$ cat config.mk
export PLATFORM = sky130hd
export DESIGN_NAME = result_packer
export DESIGN_NICKNAME = d
export VERILOG_FILES = /design/src/rtl/result_packer_pkg.sv /design/src/rtl/result_packer_sync_fifo.sv /design/src/rtl/result_packer.sv
export SDC_FILE = /design/constraint.sdc
export NUM_CORES = 1
export LEC_CHECK = 0
export CORE_MARGIN = 1
export CORE_UTILIZATION = 55
export CTS_BUF_LIST = sky130_fd_sc_hd__clkbuf_8
export CTS_CLUSTER_DIAMETER = 150
export DETAILED_ROUTE_END_ITERATION = 8
export GPL_ROUTABILITY_DRIVEN = 0
export GPL_TIMING_DRIVEN = 0
export PLACE_DENSITY = 0.77
export SLEW_MARGIN = 20
export SYNTH_ARGS = -nofsm -noshare
export SYNTH_HDL_FRONTEND = slang
export SYNTH_SLANG_ARGS = --single-unit
export TNS_END_PERCENT = 50
$ cat constraint.sdc
create_clock -name clk -period 12.6 [get_ports clk]
set_input_delay 1.26 -clock clk [delete_from_list [all_inputs] [get_ports clk]]
set_output_delay 1.26 -clock clk [all_outputs]
set_load 0.05 [all_outputs]
$ cat src/rtl/result_packer_pkg.sv
// Shared constants and types for the activation write-back packer.
// Precision codes, SRAM word/address widths, FSM states and the slot helper.
package result_packer_pkg;

  localparam int ACT_WORD_W = 128;
  localparam int ACT_ADDR_W = 12;

  localparam logic [1:0] PREC_2B  = 2'd0;
  localparam logic [1:0] PREC_4B  = 2'd1;
  localparam logic [1:0] PREC_8B  = 2'd2;
  localparam logic [1:0] PREC_16B = 2'd3;

  typedef enum logic [1:0] {
    S_IDLE  = 2'd0,
    S_RUN   = 2'd1,
    S_DRAIN = 2'd2,
    S_DONE  = 2'd3
  } state_t;

  // Index of the last beat slot in a word (beats per word minus one).
  function automatic logic [2:0] last_slot(input logic [1:0] prec);
    case (prec)
      PREC_2B: return 3'd7;
      PREC_4B: return 3'd3;
      PREC_8B: return 3'd1;
      default: return 3'd0;
    endcase
  endfunction

endpackage

$ cat src/rtl/result_packer_sync_fifo.sv
// Registered show-ahead FIFO holding packed activation words.
// A push into a full FIFO is accepted only when a pop happens in the same cycle.
module sync_fifo #(
  parameter int WIDTH = 128,
  parameter int DEPTH = 4
) (
  input  logic                       clk,
  input  logic                       rst_n,
  input  logic                       push,
  input  logic [WIDTH-1:0]           din,
  input  logic                       pop,
  output logic [WIDTH-1:0]           dout,
  output logic                       full,
  output logic                       empty,
  output logic [$clog2(DEPTH):0]     count
);

  localparam int AW = $clog2(DEPTH);

  logic [WIDTH-1:0] mem [DEPTH];
  logic [AW:0]      wr_ptr;
  logic [AW:0]      rd_ptr;
  logic             do_push;
  logic             do_pop;

  assign count   = wr_ptr - rd_ptr;
  assign empty   = (count == '0);
  assign full    = (count == (AW+1)'(DEPTH));
  assign do_pop  = pop && !empty;
  assign do_push = push && (!full || do_pop);
  assign dout    = mem[rd_ptr[AW-1:0]];

  always_ff @(posedge clk or negedge rst_n) begin
    if (!rst_n) begin
      wr_ptr <= '0;
      rd_ptr <= '0;
    end else begin
      if (do_push) wr_ptr <= wr_ptr + (AW+1)'(1);
      if (do_pop)  rd_ptr <= rd_ptr + (AW+1)'(1);
    end
  end

  always_ff @(posedge clk) begin
    if (do_push) mem[wr_ptr[AW-1:0]] <= din;
  end

endmodule

$ cat src/rtl/result_packer.sv
// Packs 8-lane quantized activation beats into dense 128-bit words at the
// next layer's precision and writes them to the activation SRAM in sequence.
module result_packer
  import result_packer_pkg::*;
#(
  parameter int LANES      = 8,
  parameter int SLOT_W     = 16,
  parameter int WORD_W     = ACT_WORD_W,
  parameter int ADDR_W     = ACT_ADDR_W,
  parameter int FIFO_DEPTH = 4
) (
  input  logic                      clk,
  input  logic                      rst_n,
  input  logic                      layer_start,
  input  logic [ADDR_W-1:0]         base_addr,
  input  logic [15:0]               num_beats,
  input  logic [1:0]                fmap_precision,
  input  logic                      in_vld,
  input  logic [LANES*SLOT_W-1:0]   in_data,
  output logic                      wr_en,
  output logic [ADDR_W-1:0]         wr_addr,
  output logic [WORD_W-1:0]         wr_data,
  input  logic                      wr_rdy,
  output logic                      busy,
  output logic                      layer_done,
  output logic                      ovf_err
);

  localparam int CNT_W = $clog2(FIFO_DEPTH) + 1;

  function automatic logic [WORD_W-1:0] pack_chunk(input logic [LANES*SLOT_W-1:0] d,
                                                   input logic [1:0] prec);
    logic [WORD_W-1:0] c;
    c = '0;
    for (int i = 0; i < LANES; i++) begin
      case (prec)
        PREC_2B: c[i*2 +: 2]   = d[i*SLOT_W +: 2];
        PREC_4B: c[i*4 +: 4]   = d[i*SLOT_W +: 4];
        PREC_8B: c[i*8 +: 8]   = d[i*SLOT_W +: 8];
        default: c[i*16 +: 16] = d[i*SLOT_W +: 16];
      endcase
    end
    return c;
  endfunction

  state_t              state;
  logic [ADDR_W-1:0]   base_q;
  logic [15:0]         num_beats_q;
  logic [1:0]          prec_q;
  logic [15:0]         beat_cnt;
  logic [2:0]          slot_cnt;
  logic [ADDR_W-1:0]   wr_cnt;
  logic [WORD_W-1:0]   asm_q;
  logic [WORD_W-1:0]   asm_next;
  logic [6:0]          shamt;
  logic                accept;
  logic                last_beat;
  logic                word_done;
  logic                push_now;
  logic [WORD_W-1:0]   word_p1;
  logic                push_vld_p1;
  logic [WORD_W-1:0]   fifo_head;
  logic                fifo_full;
  logic                fifo_empty;
  logic [CNT_W-1:0]    fifo_cnt;
  logic                pop;
  logic                drop;

  // Stage p0: place the incoming chunk at its slot in the assembly word
  assign accept    = (state == S_RUN) && in_vld;
  assign last_beat = (beat_cnt == num_beats_q - 16'd1);
  assign word_done = (slot_cnt == last_slot(prec_q));
  assign push_now  = accept && (word_done || last_beat);
  assign shamt     = {4'd0, slot_cnt} << (3'd4 + {1'b0, prec_q});
  assign asm_next  = asm_q | (pack_chunk(in_data, prec_q) << shamt);

  always_ff @(posedge clk) begin
    if (state == S_IDLE && layer_start) begin
      asm_q <= '0;
    end else if (accept) begin
      asm_q <= push_now ? '0 : asm_next;
    end
    if (push_now) word_p1 <= asm_next;
  end

  // Stage p1: completed word enters the FIFO; the write port drains it
  assign pop     = !fifo_empty && wr_rdy;
  assign drop    = push_vld_p1 && fifo_full && !pop;
  assign wr_en   = !fifo_empty;
  assign wr_data = fifo_empty ? '0 : fifo_head;
  assign wr_addr = base_q + wr_cnt;

  sync_fifo #(
    .WIDTH (WORD_W),
    .DEPTH (FIFO_DEPTH)
  ) u_fifo (
    .clk   (clk),
    .rst_n (rst_n),
    .push  (push_vld_p1),
    .din   (word_p1),
    .pop   (pop),
    .dout  (fifo_head),
    .full  (fifo_full),
    .empty (fifo_empty),
    .count (fifo_cnt)
  );

  always_ff @(posedge clk or negedge rst_n) begin
    if (!rst_n) begin
      state       <= S_IDLE;
      base_q      <= '0;
      num_beats_q <= '0;
      prec_q      <= '0;
      beat_cnt    <= '0;
      slot_cnt    <= '0;
      wr_cnt      <= '0;
      push_vld_p1 <= 1'b0;
      busy        <= 1'b0;
      layer_done  <= 1'b0;
      ovf_err     <= 1'b0;
    end else begin
      layer_done  <= 1'b0;
      push_vld_p1 <= push_now;
      if (pop)  wr_cnt  <= wr_cnt + ADDR_W'(1);
      if (drop) ovf_err <= 1'b1;
      case (state)
        S_IDLE: begin
          if (layer_start) begin
            base_q      <= base_addr;
            num_beats_q <= num_beats;
            prec_q      <= fmap_precision;
            beat_cnt    <= '0;
            slot_cnt    <= '0;
            wr_cnt      <= '0;
            ovf_err     <= 1'b0;
            busy        <= 1'b1;
            if (num_beats == 16'd0) begin
              state      <= S_DONE;
              layer_done <= 1'b1;
            end else begin
              state <= S_RUN;
            end
          end
        end
        S_RUN: begin
          if (accept) begin
            beat_cnt <= beat_cnt + 16'd1;
            slot_cnt <= word_done ? 3'd0 : slot_cnt + 3'd1;
            if (last_beat) state <= S_DRAIN;
          end
        end
        S_DRAIN: begin
          // Finish as the final word leaves, so layer_done follows the last write directly
          if (!push_vld_p1 && (fifo_empty || (fifo_cnt == CNT_W'(1) && pop))) begin
            state      <= S_DONE;
            layer_done <= 1'b1;
          end
        end
        default: begin
          state <= S_IDLE;
          busy  <= 1'b0;
        end
      endcase
    end
  end

endmodule

==> results of run 1 <==
[how the worst min path moves through the flow]
| stage | slack, ps | from | depth (start not counted) | to |
|---|---|---|---|---|
| after global placement | 440 | asm_q[110]$_SDFFE_PP0P_ | 2 | asm_q[110]$_SDFFE_PP0P_ |
| after global routing | 400 | rst_n | 1 | beat_cnt[6]$_DFFE_PN0P_ |
| after CTS | 370 | rst_n | 1 | num_beats_q[0]$_DFFE_PN0P_ |
| after floorplan | 430 | asm_q[104]$_SDFFE_PP0P_ | 2 | asm_q[104]$_SDFFE_PP0P_ |
| final | 420 | rst_n | 1 | num_beats_q[0]$_DFFE_PN0P_ |
| after detailed placement | 450 | asm_q[88]$_SDFFE_PP0P_ | 2 | asm_q[88]$_SDFFE_PP0P_ |
[metal layers]
metal	vias up	part of all wire	GRT usage
met5	-	0.00095	0
met4	12	0.049	0.145
met3	291	0.12	0.105
met2	1333	0.45	0.449
met1	10900	0.38	0.390
li1	9484	-	-
[kinds of logic after synthesis]
group	synth area share
buf+inv	0.0185
fa+ha+maj	0.0102
compound gates	0.0868
xor+xnor	0.0141
simple gates	0.0767
flops	0.685
mux	0.108
[cell usage after synthesis (all sizes together), types with 37 or more instances]
cell    number  share of area
o21ai       50         0.0073
a21o        51          0.011
dfxtp      128          0.074
nand2      136          0.015
mux4       137          0.090
or2         37         0.0067
clkbuf      93          0.010
nor2       127          0.014
dfrtp       73          0.053
a21oi      129          0.019
a22o       114          0.029
edfxtp     640           0.56
buf         38         0.0061
and2       138          0.025
[critical path: stages, from the launching register on]
cell and delay, ps:
dfrtp_1 470, buf_1 720, buf_1 780, mux4_2 660
and2_1 190, clkdlybuf4s50_1 690
[flip-flops by register name, summed over array words and instances (netlist names), 2 cells and up]
signal         cells
asm_q            128
base_q            12
beat_cnt          16
num_beats_q       16
prec_q             2
slot_cnt           3
state              2
u_fifo.mem       512
u_fifo.rd_ptr      3
u_fifo.wr_ptr      3
word_p1          128
wr_cnt            12
[cell type report]
type                    instances  area, µm²  share of cell area
flip-flops and latches        841      23600               0.566
clock buffers                 151       2080              0.0499
diodes                          3       7.51            0.000180
well taps                     837       1050              0.0251
clock inverters                87        520              0.0125
repair buffers                325       3550              0.0851
inverters                      21       78.8             0.00189
plain buffers                 131        562              0.0135
multi-input cells            1225      10200               0.246
[where the power goes]
part           internal, mW  total [mW]  leakage, nW  switching, mW
Combinational          2.07        5.78         5.78           3.71
Clock                  1.20        2.25         1.49           1.05
Sequential             3.39        3.60         7.77          0.209
[stage by stage]
| stage | instance area, µm² | util | hold WS [ps] |
|---|---|---|---|
| CTS | 41700 | 0.674 | 369 |
| detailed placement | 39100 | 0.632 | 448 |
| floorplan | 34500 | - | 429 |
| global placement | 38600 | 0.624 | 439 |
| finish | 41700 | 0.674 | 417 |
| global route | 41700 | 0.674 | 403 |
==> impl_metrics.tcl, run 1 <==
set metrics [dict create \
    cts_buffers 132 \
    final_max_slew_viol_count 0 \
    final_antenna_net_count 0 \
    nets 2867 \
    area_delta_synth_final_pct 21.0 \
    die_x_um 252 \
    crit_type "flop to output port" \
    cts.hold.buffers_added 0 \
    grt-ovfl-total 0 \
    wl_per_cell_um 25.8 \
    finalPower_mw 11.6 \
    finalHoldViolCount 0 \
    r2r_slack_ps 8240 \
    crit_fanout 10 \
    cellLeakagePower_nw 15.0 \
    setup_slack_ps 7040 \
    drv_cap 0 \
    die-area_mm2 0.0636 \
    clock_path_buffers 3 \
    ys_seq_area_frac 0.685 \
    cp-end-kind "output port" \
    tns_ps 0 \
    cts-root-buf "clkbuf_8" \
    fp.coreArea_mm2 0.0618 \
    layout.cells.non_filler 3621 \
    drive_above_1_share 0.157 \
    finalSetupViolations 0 \
    avgViaCountPerCell 6.09 \
    fmax_ghz 0.180 \
    initial_core_util 0.557 \
    ir_drop_mv 0.258 \
    ioPinCount 307 \
    status "finished, violations left" \
    grt_usage 0.299 \
    drt-total-wl_mm 93.5 \
    drc 1 \
    portBuffers 305 \
    grt_first_pass_wirelength_mm 138 \
    powerDensity_mw_per_mm2 279 \
    ys_types 63 \
    cts_tree "done" \
    synthCells 2218 \
    final.fill_count 4118 \
    clk_pin_slew_ps 60 \
    violations "DRC" \
    synth_top_flop_cell "edfxtp_1" \
    dr.pass1.iters 9 \
    syn_area_mm2 0.0345 \
    critPathLaunchType "flop" \
    cts_resized 0 \
    ys_warn_count 0 \
    r2r-end "word_p1[48]$_DFFE_PP_" \
    antenna_found_initial 9 \
    ctsHtreeMaxLevel 4 \
    syn-num-nets 2408 \
    clock_latency_ps 800 \
    layout_common_cells "edfxtp_1, clkdlybuf4s50_1, clkbuf_8" \
    period_share 0.441 \
    dr_total_vias 22000 \
    min_period_ps 5560 \
    drt_iter0_markers 2559 \
    grt_pass1_vias 22200 \
    async_reset_ff_frac 0.0868 \
    relSlewSlack 0.182 \
    reg2regPathDepth 12 \
    worstMarginPinSlew_ps 1210 \
    cp.arrival_ps 4300 \
    grt_max_degree 44 \
    ys_ff_latch 841 \
    cts.sinks 841 \
    synth_edf_count 640 \
    required_ps 11340 \
    rows 91 \
    post_cts_buffers 0 \
    endpoint "wr_data[112]" \
    final_common_cell "edfxtp_1" \
    hpwl_mm 67.3 \
    placed_cells 3380 \
    die_h_um 252 \
    dp_slack_ps 7750 \
    hold_path.class "input pin to async pin" \
    rr_startpoint "num_beats_q[0]$_DFFE_PN0P_" \
    synth.avg_cell_area_um2 15.5 \
    cp-startpoint "u_fifo.rd_ptr[0]$_DFFE_PN0P_" \
    skew_ps 39.5 \
    rsz0062_at_grt "no" \
]
Note: power is estimated with default switching activity, not from simulation.
==> inputs of run 2 (changes only) <==
clock period = 5.8 ns   (was 12.6 ns; I/O delays follow)
==> run 2 against run 1 <==
The run still ends with DRC left. Critical path depth stayed put. Wire length up 0.87%. Via count grew 0.90%. Sequential power increased by 120%. Critical path type unchanged. Critical endpoint is now wr_data[116].
==> impl_metrics.tcl, run 2 (synthesized netlist as in run 1, its figures left out) <==
set metrics [dict create \
    avgViaCountPerCell 6.13 \
    antenna_found_initial 13 \
    drv_cap 0 \
    globalRouteMet3Util 0.104 \
    largest_reg_flops 512 \
    grt_max_degree 46 \
    grt_pass1_vias 22000 \
    cpMaxStageDelayCell "buf_1" \
    drive_above_1_share 0.152 \
    cp-end-kind "output port" \
    min_period_ps 4860 \
    grt-ovfl-total 0 \
    period_share 0.837 \
    worstPathCellList "buf_1 > buf_1 > mux4_2 > and2_1 > clkdlybuf4s50_1" \
    placed_cells 3381 \
    reg2regPathDepth 12 \
    slowest_delay_ps 780 \
    cts_tree "done" \
    crit_fanout 10 \
    initial_core_util 0.557 \
    hold_path.class "input pin to flop" \
    hold_depth 3 \
    crit_type "flop to output port" \
    ioPinCount 307 \
    skew_ps 28.4 \
    finalSetupViolations 0 \
    clock_latency_ps 800 \
    portBuffers 305 \
    groute.layer.met2.usage 0.447 \
    clk_pin_slew_ps 70 \
    drt_iter0_markers 2525 \
    nets 2869 \
    hpwl_mm 67.6 \
    layout.cells.non_filler 3626 \
    post_cts_buffers 0 \
    fp.coreArea_mm2 0.0618 \
    powerDensity_mw_per_mm2 603 \
    die_x_um 252 \
    critPathLaunchType "flop" \
    status "finished, violations left" \
    clock_path_buffers 3 \
    top_usage_layer "met2" \
    final_max_slew_viol_count 0 \
    violations "DRC" \
    gr-usage-met1 0.392 \
    finalHoldViolCount 0 \
    cp.arrival_ps 4280 \
    relSlewSlack 0.180 \
    wl_per_cell_um 26.0 \
    grt_usage 0.300 \
    worstMarginPinSlew_ps 1230 \
    grt_first_pass_wirelength_mm 137 \
    die-area_mm2 0.0636 \
    dr.pass1.iters 9 \
    cts_resized 0 \
    cellLeakagePower_nw 15.0 \
    dr_total_vias 22200 \
    ctsHtreeMaxLevel 4 \
    cts_buffers 132 \
    required_ps 5220 \
    ir_drop_mv 0.635 \
    area_delta_synth_final_pct 20.7 \
    critPathMostFrequentCell "buf_1" \
    finalPower_mw 25.1 \
    fmax_ghz 0.206 \
    drc 9 \
    layout_common_cells "edfxtp_1, clkdlybuf4s50_1, clkbuf_8" \
    cts.sinks 841 \
    die_h_um 252 \
    rows 91 \
    cts-root-buf "clkbuf_8" \
    drt-total-wl_mm 94.3 \
    rsz0062_at_grt "no" \
    final_common_cell "edfxtp_1" \
    final_antenna_net_count 0 \
]
## run 2: changes by cell type in the layout (fill, tap and decap cells not counted), sizes merged
cell	change
bufinv	-4
diode	+2
buf	+1
dlygate4sd3	+1
clkinvlp	+1
clkbuf	-5
clkinv	-7
inv	+16
## run 2: report_power, final
| group | leakage (nW) | internal [mW] | switching (mW) |
|---|---|---|---|
| clock | 1.46 | 2.36 | 2.29 |
| sequential | 7.77 | 7.37 | 0.442 |
| combinational | 5.80 | 4.52 | 8.08 |
## run 2: final cells by class
class | count | area, µm²
diodes | 5 | 12.5
plain buffers | 131 | 562
clock buffers | 146 | 2010
clock inverters | 93 | 434
fillers | 4102 | 20200
inverters | 21 | 78.8
multi-input cells | 1225 | 10200
flip-flops and latches | 841 | 23600
well taps | 837 | 1050
repair buffers | 327 | 3610
## run 2: path summary, 6_finish.rpt
path,startpoint,to,slack [ps]
min reg2reg,asm_q[111]$_SDFFE_PP0P_,asm_q[111]$_SDFFE_PP0P_,460
max reg2reg,num_beats_q[0]$_DFFE_PN0P_,word_p1[92]$_DFFE_PP_,1510
min in group asynchronous,rst_n,num_beats_q[1]$_DFFE_PN0P_,260
min,in_vld,state[1]$_DFFE_PN0P_,250
max,u_fifo.rd_ptr[0]$_DFFE_PN0P_,wr_data[116],940
max in group asynchronous,rst_n,u_fifo.wr_ptr[1]$_DFFE_PN0P_,4960
## run 2: repair_timing
item,CTS,global route
hold buffers,1,0
endpoints found under the hold margin,28,0
setup endpoints to repair,0,0
## run 2: critical path, delay by kind of cell, from the launching register on
family / cells / cell delay (ps)
and+or+nand+nor: 1 / 180
DFF: 1 / 430
buffers and inverters: 3 / 2220
muxes: 1 / 630
## run 2: per-stage QoR
step | TNS, ps | worst slack [ps] | hold WS [ps] | util | area [µm²]
2_1_floorplan | 0 | 725 | 284 | - | 34500
3_3_place_gp | -944510 | -1740 | 439 | 0.624 | 38600
3_5_place_dp | 0 | 1620 | 446 | 0.633 | 39100
4_1_cts | 0 | 798 | 192 | 0.672 | 41600
5_1_grt | 0 | 673 | 269 | 0.673 | 41600
6_report | 0 | 943 | 248 | 0.673 | 41600
## run 2: metal layers
layer  share of wire  vias up
met5          0.0011        -
met4           0.052       14
met3            0.12      305
met2            0.45     1357
met1            0.38    11100
li1                -     9483
